===== config.mk =====
export PLATFORM = sky130hd
export DESIGN_NAME = ma_threshold_detector
export DESIGN_NICKNAME = d
export VERILOG_FILES = /design/src/rtl/ma_threshold_detector.sv
export SDC_FILE = /design/constraint.sdc
export NUM_CORES = 1
export LEC_CHECK = 0
export CORE_AREA = 2 2 80 82
export DETAILED_ROUTE_END_ITERATION = 12
export DIE_AREA = 0 0 82 84
export SLEW_MARGIN = 20
export SYNTH_ARGS = -nofsm -noshare
export SYNTH_HDL_FRONTEND = slang
export SYNTH_SLANG_ARGS = --single-unit

===== constraint.sdc =====
create_clock -name clk -period 5.49 [get_ports clk]
set_input_delay 0.549 -clock clk [delete_from_list [all_inputs] [get_ports clk]]
set_output_delay 0.549 -clock clk [all_outputs]
set_load 0.005 [all_outputs]

===== src/rtl/ma_threshold_detector.sv =====
// Hysteresis comparator with per-sample debounce on the moving-average stream.
// Produces a clean level, rise/fall pulses, a saturating rise counter and a re-timed sample/strobe.
module ma_threshold_detector #(
  parameter int DATA_W   = 10,
  parameter int DEBOUNCE = 3,
  parameter int CNT_W    = 8
) (
  input  logic              clk,
  input  logic              rst,
  input  logic [DATA_W-1:0] sample_in,
  input  logic              strobe_in,
  input  logic [DATA_W-1:0] thr_hi,
  input  logic [DATA_W-1:0] thr_lo,
  input  logic              clr_cnt,
  output logic              level,
  output logic              rise_pulse,
  output logic              fall_pulse,
  output logic [CNT_W-1:0]  event_cnt,
  output logic [DATA_W-1:0] sample_out,
  output logic              strobe_out
);

  // State bit 1 doubles as the level (HIGH and PEND_LO).
  localparam logic [1:0] S_LOW     = 2'd0;
  localparam logic [1:0] S_PEND_HI = 2'd1;
  localparam logic [1:0] S_HIGH    = 2'd2;
  localparam logic [1:0] S_PEND_LO = 2'd3;

  localparam logic [4:0] DEB     = 5'(DEBOUNCE);
  localparam logic [CNT_W-1:0] CNT_MAX = '1;

  logic [1:0]        r_state;
  logic [3:0]        r_run;
  logic              r_rise;
  logic              r_fall;
  logic [CNT_W-1:0]  r_cnt;
  logic [DATA_W-1:0] r_sample;
  logic              r_strobe;

  logic [1:0] w_state_nxt;
  logic [3:0] w_run_nxt;
  logic       w_rise;
  logic       w_fall;
  logic       w_above;
  logic       w_below;
  logic [4:0] w_run_inc;

  assign w_above   = (sample_in >= thr_hi);
  assign w_below   = (sample_in <= thr_lo);
  assign w_run_inc = {1'b0, r_run} + 5'd1;

  always_comb begin
    w_state_nxt = r_state;
    w_run_nxt   = r_run;
    w_rise      = 1'b0;
    w_fall      = 1'b0;
    if (strobe_in) begin
      case (r_state)
        S_LOW: begin
          if (w_above) begin
            if (DEB == 5'd1) begin
              w_state_nxt = S_HIGH;
              w_rise      = 1'b1;
            end else begin
              w_state_nxt = S_PEND_HI;
              w_run_nxt   = 4'd1;
            end
          end
        end
        S_PEND_HI: begin
          if (!w_above) begin
            w_state_nxt = S_LOW;
            w_run_nxt   = 4'd0;
          end else if (w_run_inc == DEB) begin
            w_state_nxt = S_HIGH;
            w_run_nxt   = 4'd0;
            w_rise      = 1'b1;
          end else begin
            w_run_nxt = w_run_inc[3:0];
          end
        end
        S_HIGH: begin
          if (w_below) begin
            if (DEB == 5'd1) begin
              w_state_nxt = S_LOW;
              w_fall      = 1'b1;
            end else begin
              w_state_nxt = S_PEND_LO;
              w_run_nxt   = 4'd1;
            end
          end
        end
        default: begin
          if (!w_below) begin
            w_state_nxt = S_HIGH;
            w_run_nxt   = 4'd0;
          end else if (w_run_inc == DEB) begin
            w_state_nxt = S_LOW;
            w_run_nxt   = 4'd0;
            w_fall      = 1'b1;
          end else begin
            w_run_nxt = w_run_inc[3:0];
          end
        end
      endcase
    end
  end

  always_ff @(posedge clk or posedge rst) begin
    if (rst) begin
      r_state  <= S_LOW;
      r_run    <= '0;
      r_rise   <= 1'b0;
      r_fall   <= 1'b0;
      r_cnt    <= '0;
      r_sample <= '0;
      r_strobe <= 1'b0;
    end else begin
      r_state  <= w_state_nxt;
      r_run    <= w_run_nxt;
      r_rise   <= w_rise;
      r_fall   <= w_fall;
      r_sample <= sample_in;
      r_strobe <= strobe_in;
      // A clear coinciding with a rise still counts that rise.
      if (clr_cnt)
        r_cnt <= w_rise ? CNT_W'(1) : '0;
      else if (w_rise && r_cnt != CNT_MAX)
        r_cnt <= r_cnt + CNT_W'(1);
    end
  end

  assign level      = r_state[1];
  assign rise_pulse = r_rise;
  assign fall_pulse = r_fall;
  assign event_cnt  = r_cnt;
  assign sample_out = r_sample;
  assign strobe_out = r_strobe;

endmodule


### Word-level counts from Yosys, hierarchy flattened

Cells that the tools add are included.

* reduce and logical (&&, ||, !) cells: 6
* multiplexer cells: 23
* equal/unequal tests: 8
* $lt $le $gt $ge: 2
* $add $sub $neg: 2

Operators with widths (number)
* 2-to-1 mux 4 bit: 5
* 2-to-1 mux 8 bit: 2
* 2-to-1 mux 2 bit: 6
* one-hot mux 4 bit (3 select lines): 1
* greater-or-equal comparator 10 bit: 1
* <= comparator 10 bit: 1
* adder 8 x 1 -> 8 bit (second input constant): 1
* 2-to-1 mux 1 bit: 8
* inequality test 8 bit (second input constant): 1
* one-hot mux 2 bit (3 select lines): 1
* adder 4 x 1 -> 5 bit (second input constant): 1
* == test 5 x 2 -> 1 bit (second input constant): 1
* inequality test 5 x 1 -> 1 bit (second input constant): 1
* AND reduction 5 bit: 1
* inequality test 2 bit (second input constant): 2
* inequality test 3 bit (second input constant): 1
* AND reduction 3 bit: 1
* OR reduction 3 bit: 1
* == test 2 x 1 -> 1 bit (second input constant): 1
* == test 2 bit (second input constant): 1
* logical NOT 2 bit: 1
* nonzero test 2 bit: 1
* logical AND 1 bit: 1

* input bits: 34
* flip-flop bits (word level): 27
* logic and storage cells: 48
* output and inout port bits: 22

### Depth between registers and ports, before layout

* word-level depth: 9
* depth in mapped cells: 10
* depth with buffers taken out: 9

### Worst setup path before layout

Ideal clock, no wire load.

* kind: input-to-reg
* from: input port thr_hi[9]
* to: register r_cnt[0] (netlist: event_cnt[0])
* path buffers: 1
* required time: 5.366 ns
* arrival: 2.654 ns
* cell stages on the path: 9
* setup time: 0.124 ns
* path slack: 2.712 ns
* path through: inv_1 -> ha_1 -> nand4_1 -> or3_1 -> o221a_1 -> or3_4 -> buf_2 -> o211a_1 -> a211o_1

* word-level cells in the longest chain between the ends: 6
* elaborated cells between the ends (all ways): 8
* those cells by class: order compare: 1; mux: 5; reduce/logical: 2

Ends and longest elaborated chain
* start: declaration: line 12 `input logic [DATA_W-1:0] thr_hi,`
* greater-or-equal comparator 10 bit (*): line 48 `assign w_above = (sample_in >= thr_hi);`
* 2-to-1 mux 1 bit (*): line 71 `if (!w_above) begin`
* 2-to-1 mux 1 bit (*): line 58 `case (r_state)`
* 2-to-1 mux 1 bit (*): line 57 `if (strobe_in) begin`
* 2-to-1 mux 1 bit / logical AND 1 bit (equally long branches): line 127, 128
* 2-to-1 mux 8 bit / nonzero test 2 bit (equally long branches)
* end signal: assignment: line 127 `r_cnt <= w_rise ? CNT_W'(1) : '0;`
* end signal: assignment: line 129 `r_cnt <= r_cnt + CNT_W'(1);`
* end: declaration: line 36 `logic [CNT_W-1:0] r_cnt;`

Mark *: on every way between the ends. The rest lies on a longest branch, timed or not.
A chain may end at the register's enable or synchronous reset.

### Final worst setup path

* from: input port sample_in[9]
* to: register r_cnt[7] (netlist: event_cnt[7])

* word-level cells in the longest chain between the ends: 6

Ends and longest elaborated chain
* start: declaration: line 10 `input logic [DATA_W-1:0] sample_in,`
* greater-or-equal comparator 10 bit: line 48
* 2-to-1 mux 1 bit: line 71
* 2-to-1 mux 1 bit: line 58
* 2-to-1 mux 1 bit: line 57
* logical AND 1 bit: line 128 `else if (w_rise && r_cnt != CNT_MAX)`
* nonzero test 2 bit (no source line)

Every way passes these cells.

==> results_dict.tcl <==
set metrics [dict create \
    postCtsHoldBufs 0 \
    p_leak_nw 1.12 \
    reg2reg_from "r_run[0]" \
    fin_crit_sh 0.585 \
    holdCritPathClass "reg -> reg" \
    power_density_nw_per_um2 235 \
    setup.worst_path.end_class "flip-flop" \
    rows 29 \
    rsz0062_at_grt "no" \
    drive_gt1_frac 0.0408 \
    grtUsageTotal 0.124 \
    totalWireLength_um 3980 \
    syn_area_sq_um 1770 \
    cts_setup_buffers 0 \
    gp_congestion 0.743 \
    ant_nets 0 \
    cap_violations 0 \
    reg2regPathDepth 7 \
    dp.cells 318 \
    grt_pass1_wl_um 6730 \
    skew_ns 0.00253 \
    cts_resized 0 \
    finalCriticalPeriod_ns 3.21 \
    multi_input_area_sq_um 958 \
    hold_violations 0 \
    ios 56 \
    fmax_mhz 311 \
    drv_slew 0 \
    synth-seq-cells 27 \
    syn2layout_area_growth_pct 38.6 \
    die_width_um 82 \
    grt_max_degree 28 \
    antenna_found_initial 0 \
    ir_drop_v 0.000145 \
    viasPerCell 4.70 \
    dp_hpwl_um 3240 \
    yosys.area.top_type_share 0.382 \
    setup_viol 0 \
    clk_latency_ns 0.28 \
    ctsRootBufferMaster "clkbuf_8" \
    grt_pass1_vias 1498 \
    crit_type "in -> reg" \
    dr.pass1.iters 4 \
    reg2reg_slack_ns 2.88 \
    fill_cells 651 \
    cts_buffer_depth 2 \
    worst_pin_slew_ns 0.779 \
    layout_commonest_cell "clkdlybuf4s50_1" \
    synthArstFlopShare 1.00 \
    worstPathCellList "clkdlybuf4s50_1 > ha_1 > nand4_1 > or3_1 > o221a_1 > or3_4 > or4_1 > a21oi_1" \
    synthCells 189 \
    cpPeakStageDelay_ns 0.52 \
    start_util 0.290 \
    cp.depth 8 \
    n_antenna_cell 0 \
    vias 1514 \
    cp_num_buf_inv 1 \
    cts_max_level 1 \
    crit_fanout 14 \
    clock-sinks 27 \
    yosysWarningCount 0 \
    clk_pin_slew_worst_paths_ns 0.10 \
    syn_avg_cell_area_sq_um 9.37 \
    fp.dieArea_sq_um 6890 \
    startpoint_type "primary input" \
    fp.dieH_um 84 \
    core_sq_um 6100 \
    cp_slowest_cell "or4_1" \
    synth_cell_types 44 \
    yosys.area.top_type "dfrtp_1" \
    cp-endpoint "event_cnt[7]" \
    layout_common_cells "clkdlybuf4s50_1, inv_1, ha_1, dfrtp_1, a21oi_1" \
    regArea_sq_um 676 \
    numPortBuffers 55 \
    grt_overflow_total 0 \
    yosys-top-cells-area "dfrtp_1, ha_1, inv_1" \
    rr_endpoint "event_cnt[7]" \
    syn_nets 250 \
    cts_tree "built" \
    status "finished clean" \
    arrival_ns 3.41 \
    synth_flop_cell "dfrtp_1" \
    cp-startpoint "sample_in[9]" \
    cp_top_family "simple AND/OR/NAND/NOR gates" \
    drc 0 \
    final_cells 322 \
    crit_required_ns 5.68 \
    synth_edf_count 0 \
    cts_buffers 3 \
    nets 307 \
    relSlewSlack 0.481 \
    drt_iter0_drc 76 \
    wl_per_cell_um 12.4 \
    ys_seq_area_frac 0.382 \
    setup-tns-final_ns 0 \
]
## sequential cells by signal, summed over array words and instances (netlist names)
name	flops
r_run	4
r_state	2
event_cnt	8
strobe_out	1
fall_pulse	1
sample_out	10
rise_pulse	1
## cells by family (layout without fill, tap and decap cells)
kind of cell | count (synthesis) | after routing | share of synthesized area
buffers and inverters | 36 | 92 | 0.0770
AO/OA/AOI/OAI | 42 | 42 | 0.162
AND/OR/NAND/NOR | 53 | 53 | 0.164
flip-flops | 27 | 27 | 0.382
adder cells (fa/ha/maj) | 27 | 27 | 0.191
multiplexers | 4 | 4 | 0.0247
## synth_stat cells (all sizes together) (2+ instances only)
cell type and number:
inv 33, mux2 3, o31ai 3, nor2b 2, o41ai 3, nand2b 2, a21boi 2, nand4 4
o221ai 2, or4 3, o21a 3, or2 3, nor2 6, or3 4, nand2 14, nor3 4
a21oi 15, a211o 2, nand3 4, o21ai 5, buf 2, dfrtp 27, ha 27
## per-stage QoR
step,total power [mW],hold WS [ns],setup WS [ns],util,cell area (sq um)
2_1_floorplan,0.379,0.500,2.71,-,1770
3_3_place_gp,0.457,0.538,2.07,0.394,2400
3_5_place_dp,0.461,0.553,1.99,0.394,2400
6_report,0.576,0.568,2.28,0.403,2450
4_1_cts,0.585,0.578,2.27,0.403,2450
5_1_grt,0.626,0.590,2.14,0.403,2450
## worst min path at each step
stage / startpoint / endpoint / slack (ns) / depth (start not counted)
3_5_place_dp: r_state[0] / r_state[0] / 0.55 / 1
3_3_place_gp: r_run[3] / r_run[3] / 0.54 / 2
5_1_grt: r_state[0] / r_state[0] / 0.59 / 1
6_report: r_state[0] / r_state[0] / 0.57 / 1
4_1_cts: r_state[0] / r_state[0] / 0.58 / 1
2_1_floorplan: r_run[3] / r_run[3] / 0.50 / 2
## layout make-up
class	count	share of cell area
Clock buffer	3	0.0168
Clock inverter	1	0.00306
Inverter	33	0.0505
Multi-Input combinational cell	126	0.391
Sequential cell	27	0.275
Tap cell	77	0.0393
Timing Repair Buffer	55	0.224
## report_power, final
part / internal [mW] / switching [mW] / leakage (nW)
Sequential: 0.220 / 0.0226 / 0.345
Combinational: 0.109 / 0.104 / 0.754
Clock: 0.0516 / 0.0685 / 0.0217
## routing by layer
layer | up-vias | global-route usage | wire length, um
li1 | 783 | - | -
met1 | 695 | 0.150 | 1690
met2 | 34 | 0.217 | 2030
met3 | 2 | 0.0368 | 228
met4 | 0 | 0.0182 | 27
met5 | - | 0 | 0
Note: power is estimated with default switching activity, not from simulation.
==> RTL edit: new RTL, config.mk and constraints unchanged <==
The parameter `DATA_W` goes from 10 to 8.
--- a/src/rtl/ma_threshold_detector.sv
+++ b/src/rtl/ma_threshold_detector.sv
@@ -2,5 +2,5 @@
 // Produces a clean level, rise/fall pulses, a saturating rise counter and a re-timed sample/strobe.
 module ma_threshold_detector #(
-  parameter int DATA_W   = 10,
+  parameter int DATA_W   = 8,
   parameter int DEBOUNCE = 3,
   parameter int CNT_W    = 8
Ports: changed (resized sample_in, sample_out, thr_hi and thr_lo); port bits go from 56 to 48. The function was not compared with the original's and may differ.
==> RTL edit against the unedited design <==
Die area is the same; register-to-register slack gained 0.43 ns; clock power shrank 4%; sequential cell count shrank 2; total power shrank 3.6%; setup slack gained 0.53 ns; area after synthesis shrank 6.2%; critical path depth grew 1; design area shrank 7.9%; first-iteration DRC count grew 9.2%; core utilization shrank 3.2 points; routed wire length shrank 10%; sequential power shrank 8%; global-route usage shrank 1.2 points; critical path type unchanged; critical endpoint is now r_state[1]$_DFFE_PP0P_; highest routed layer unchanged.
==> RTL edit: results (changes against the unedited design) <==
[outcome]
outcome=completed  ; unchanged

[layout]
drive_gt1_frac=0.0682  ; was 0.0408
final_nets=272  ; was 307

[worst_hold_path]
holdCritPathClass=flip-flop to flip-flop  ; unchanged
min_path_cells=1  ; unchanged

[global_route]
grt_pass1_wl_mm=6.14  ; was 6.73 mm
grt_use_total=0.112  ; was 0.124
grt_pass1_vias=1381  ; was 1,498
grt_max_degree=26  ; was 28

[route]
viasPerCell=4.72  ; was 4.70
wl_mm=3.57  ; was 3.98 mm
drt_iter0_markers=83  ; was 76
first_pass_iters=4  ; unchanged

[yosys]
seq_area_frac_synth=0.377  ; was 0.382
syn_nets=223  ; was 250
synth.top_cells.by_area=dfrtp_1 38%, ha_1 17%, inv_1 5.2%  ; was dfrtp_1 38%, ha_1 19%, inv_1 6.8%
ys_top_cells_by_count=25 x dfrtp_1, 23 x ha_1, 23 x inv_1  ; was 32 x inv_1, 27 x dfrtp_1, 27 x ha_1
yosys.cell_types.count=39  ; was 44

[clocking]
ctsRootBufferMaster=clkbuf_8  ; unchanged
postCtsSetupRepairBufs=0  ; unchanged
cts_max_level=1  ; unchanged

[setup_path]
rr_worst_depth=8  ; was 7
path_max_fanout=6  ; was 14
crit_arrival_ns=2.85  ; was 3.41 ns

[placement]
finalWeightedCongestion=0.814  ; was 0.743
dp_hpwl_mm=2.84  ; was 3.24 mm
port_buffers=47  ; was 55
dpl_cell_area_sq_um=2210  ; was 2400 sq um

[power]
p_leak_nw=0.979  ; was 1.12 nW
peakVddDrop_v=0.000127  ; was 0.000145 V

[timing]
period_share=0.488  ; was 0.585
clock_skew_ns=0.00262  ; was 0.00253 ns
worst_pin_slew_ns=0.907  ; was 0.779 ns

==> RTL edit: path summary, 6_finish.rpt <==
kind                                        start                       end  slack, ns
max                                  sample_in[0]    r_state[1]$_DFFE_PP0P_       2.81
min                          r_run[3]$_DFFE_PP0P_      r_run[3]$_DFFE_PP0P_       0.55
max reg2reg                r_state[1]$_DFFE_PP0P_  event_cnt[5]$_DFFE_PP0P_       3.31
min reg2reg                  r_run[3]$_DFFE_PP0P_      r_run[3]$_DFFE_PP0P_       0.55
max in group asynchronous                     rst      r_run[1]$_DFFE_PP0P_       4.41
min in group asynchronous                     rst   sample_out[1]$_DFF_PP0_       0.67
==> RTL edit: cell families after synthesis <==
kind of cell,count (synthesis),synth area share
adder cells (fa/ha/maj),23,0.173
XOR/XNOR,1,0.00528
flip-flops,25,0.377
buffers and inverters,26,0.0610
multiplexers,2,0.0136
AND/OR/NAND/NOR,53,0.175
AO/OA/AOI/OAI,42,0.195
==> RTL edit: layout make-up <==
type	count	area, sq um
fill	602	3830
multi-input combinational	121	933
sequential	25	626
timing repair buffer	47	470
tap	77	96.3
inverter	23	86.3
clock buffer	3	41.3
clock inverter	1	7.51
==> RTL edit: power by group <==
group	internal, mW	switching (mW)	total [mW]
Sequential	0.203	0.0208	0.224
Combinational	0.111	0.106	0.216
Clock	0.0515	0.0633	0.115
Total	0.365	0.190	0.555
==> RTL edit: worst max-delay path, stage by stage <==
cell and delay, ns:
clkdlybuf4s50_1 0.48, inv_1 0.06, ha_1 0.28, nand2b_4 0.15, a2111oi_4 0.42, o32ai_4 0.17
or2_2 0.33, a2bb2oi_1 0.14, mux2_2 0.26
==> RTL edit: metrics by stage <==
step	setup slack (ns)	util	cells	hold slack, ns	total power, mW
finish	2.81	0.371	297	0.549	0.555
global placement	2.57	0.363	293	0.523	0.444
floorplan	3.12	-	172	0.491	0.375
detailed placement	2.51	0.363	293	0.529	0.444
CTS	2.80	0.371	297	0.552	0.565
global route	2.68	0.371	297	0.578	0.602
==> RTL edit: routing by layer <==
layer	track usage	share of wire	vias up
li1	-	-	711
met1	0.150	0.47	663
met5	0	0	-
met3	0.0206	0.047	2
met2	0.181	0.47	25
met4	0.0303	0.0062	0
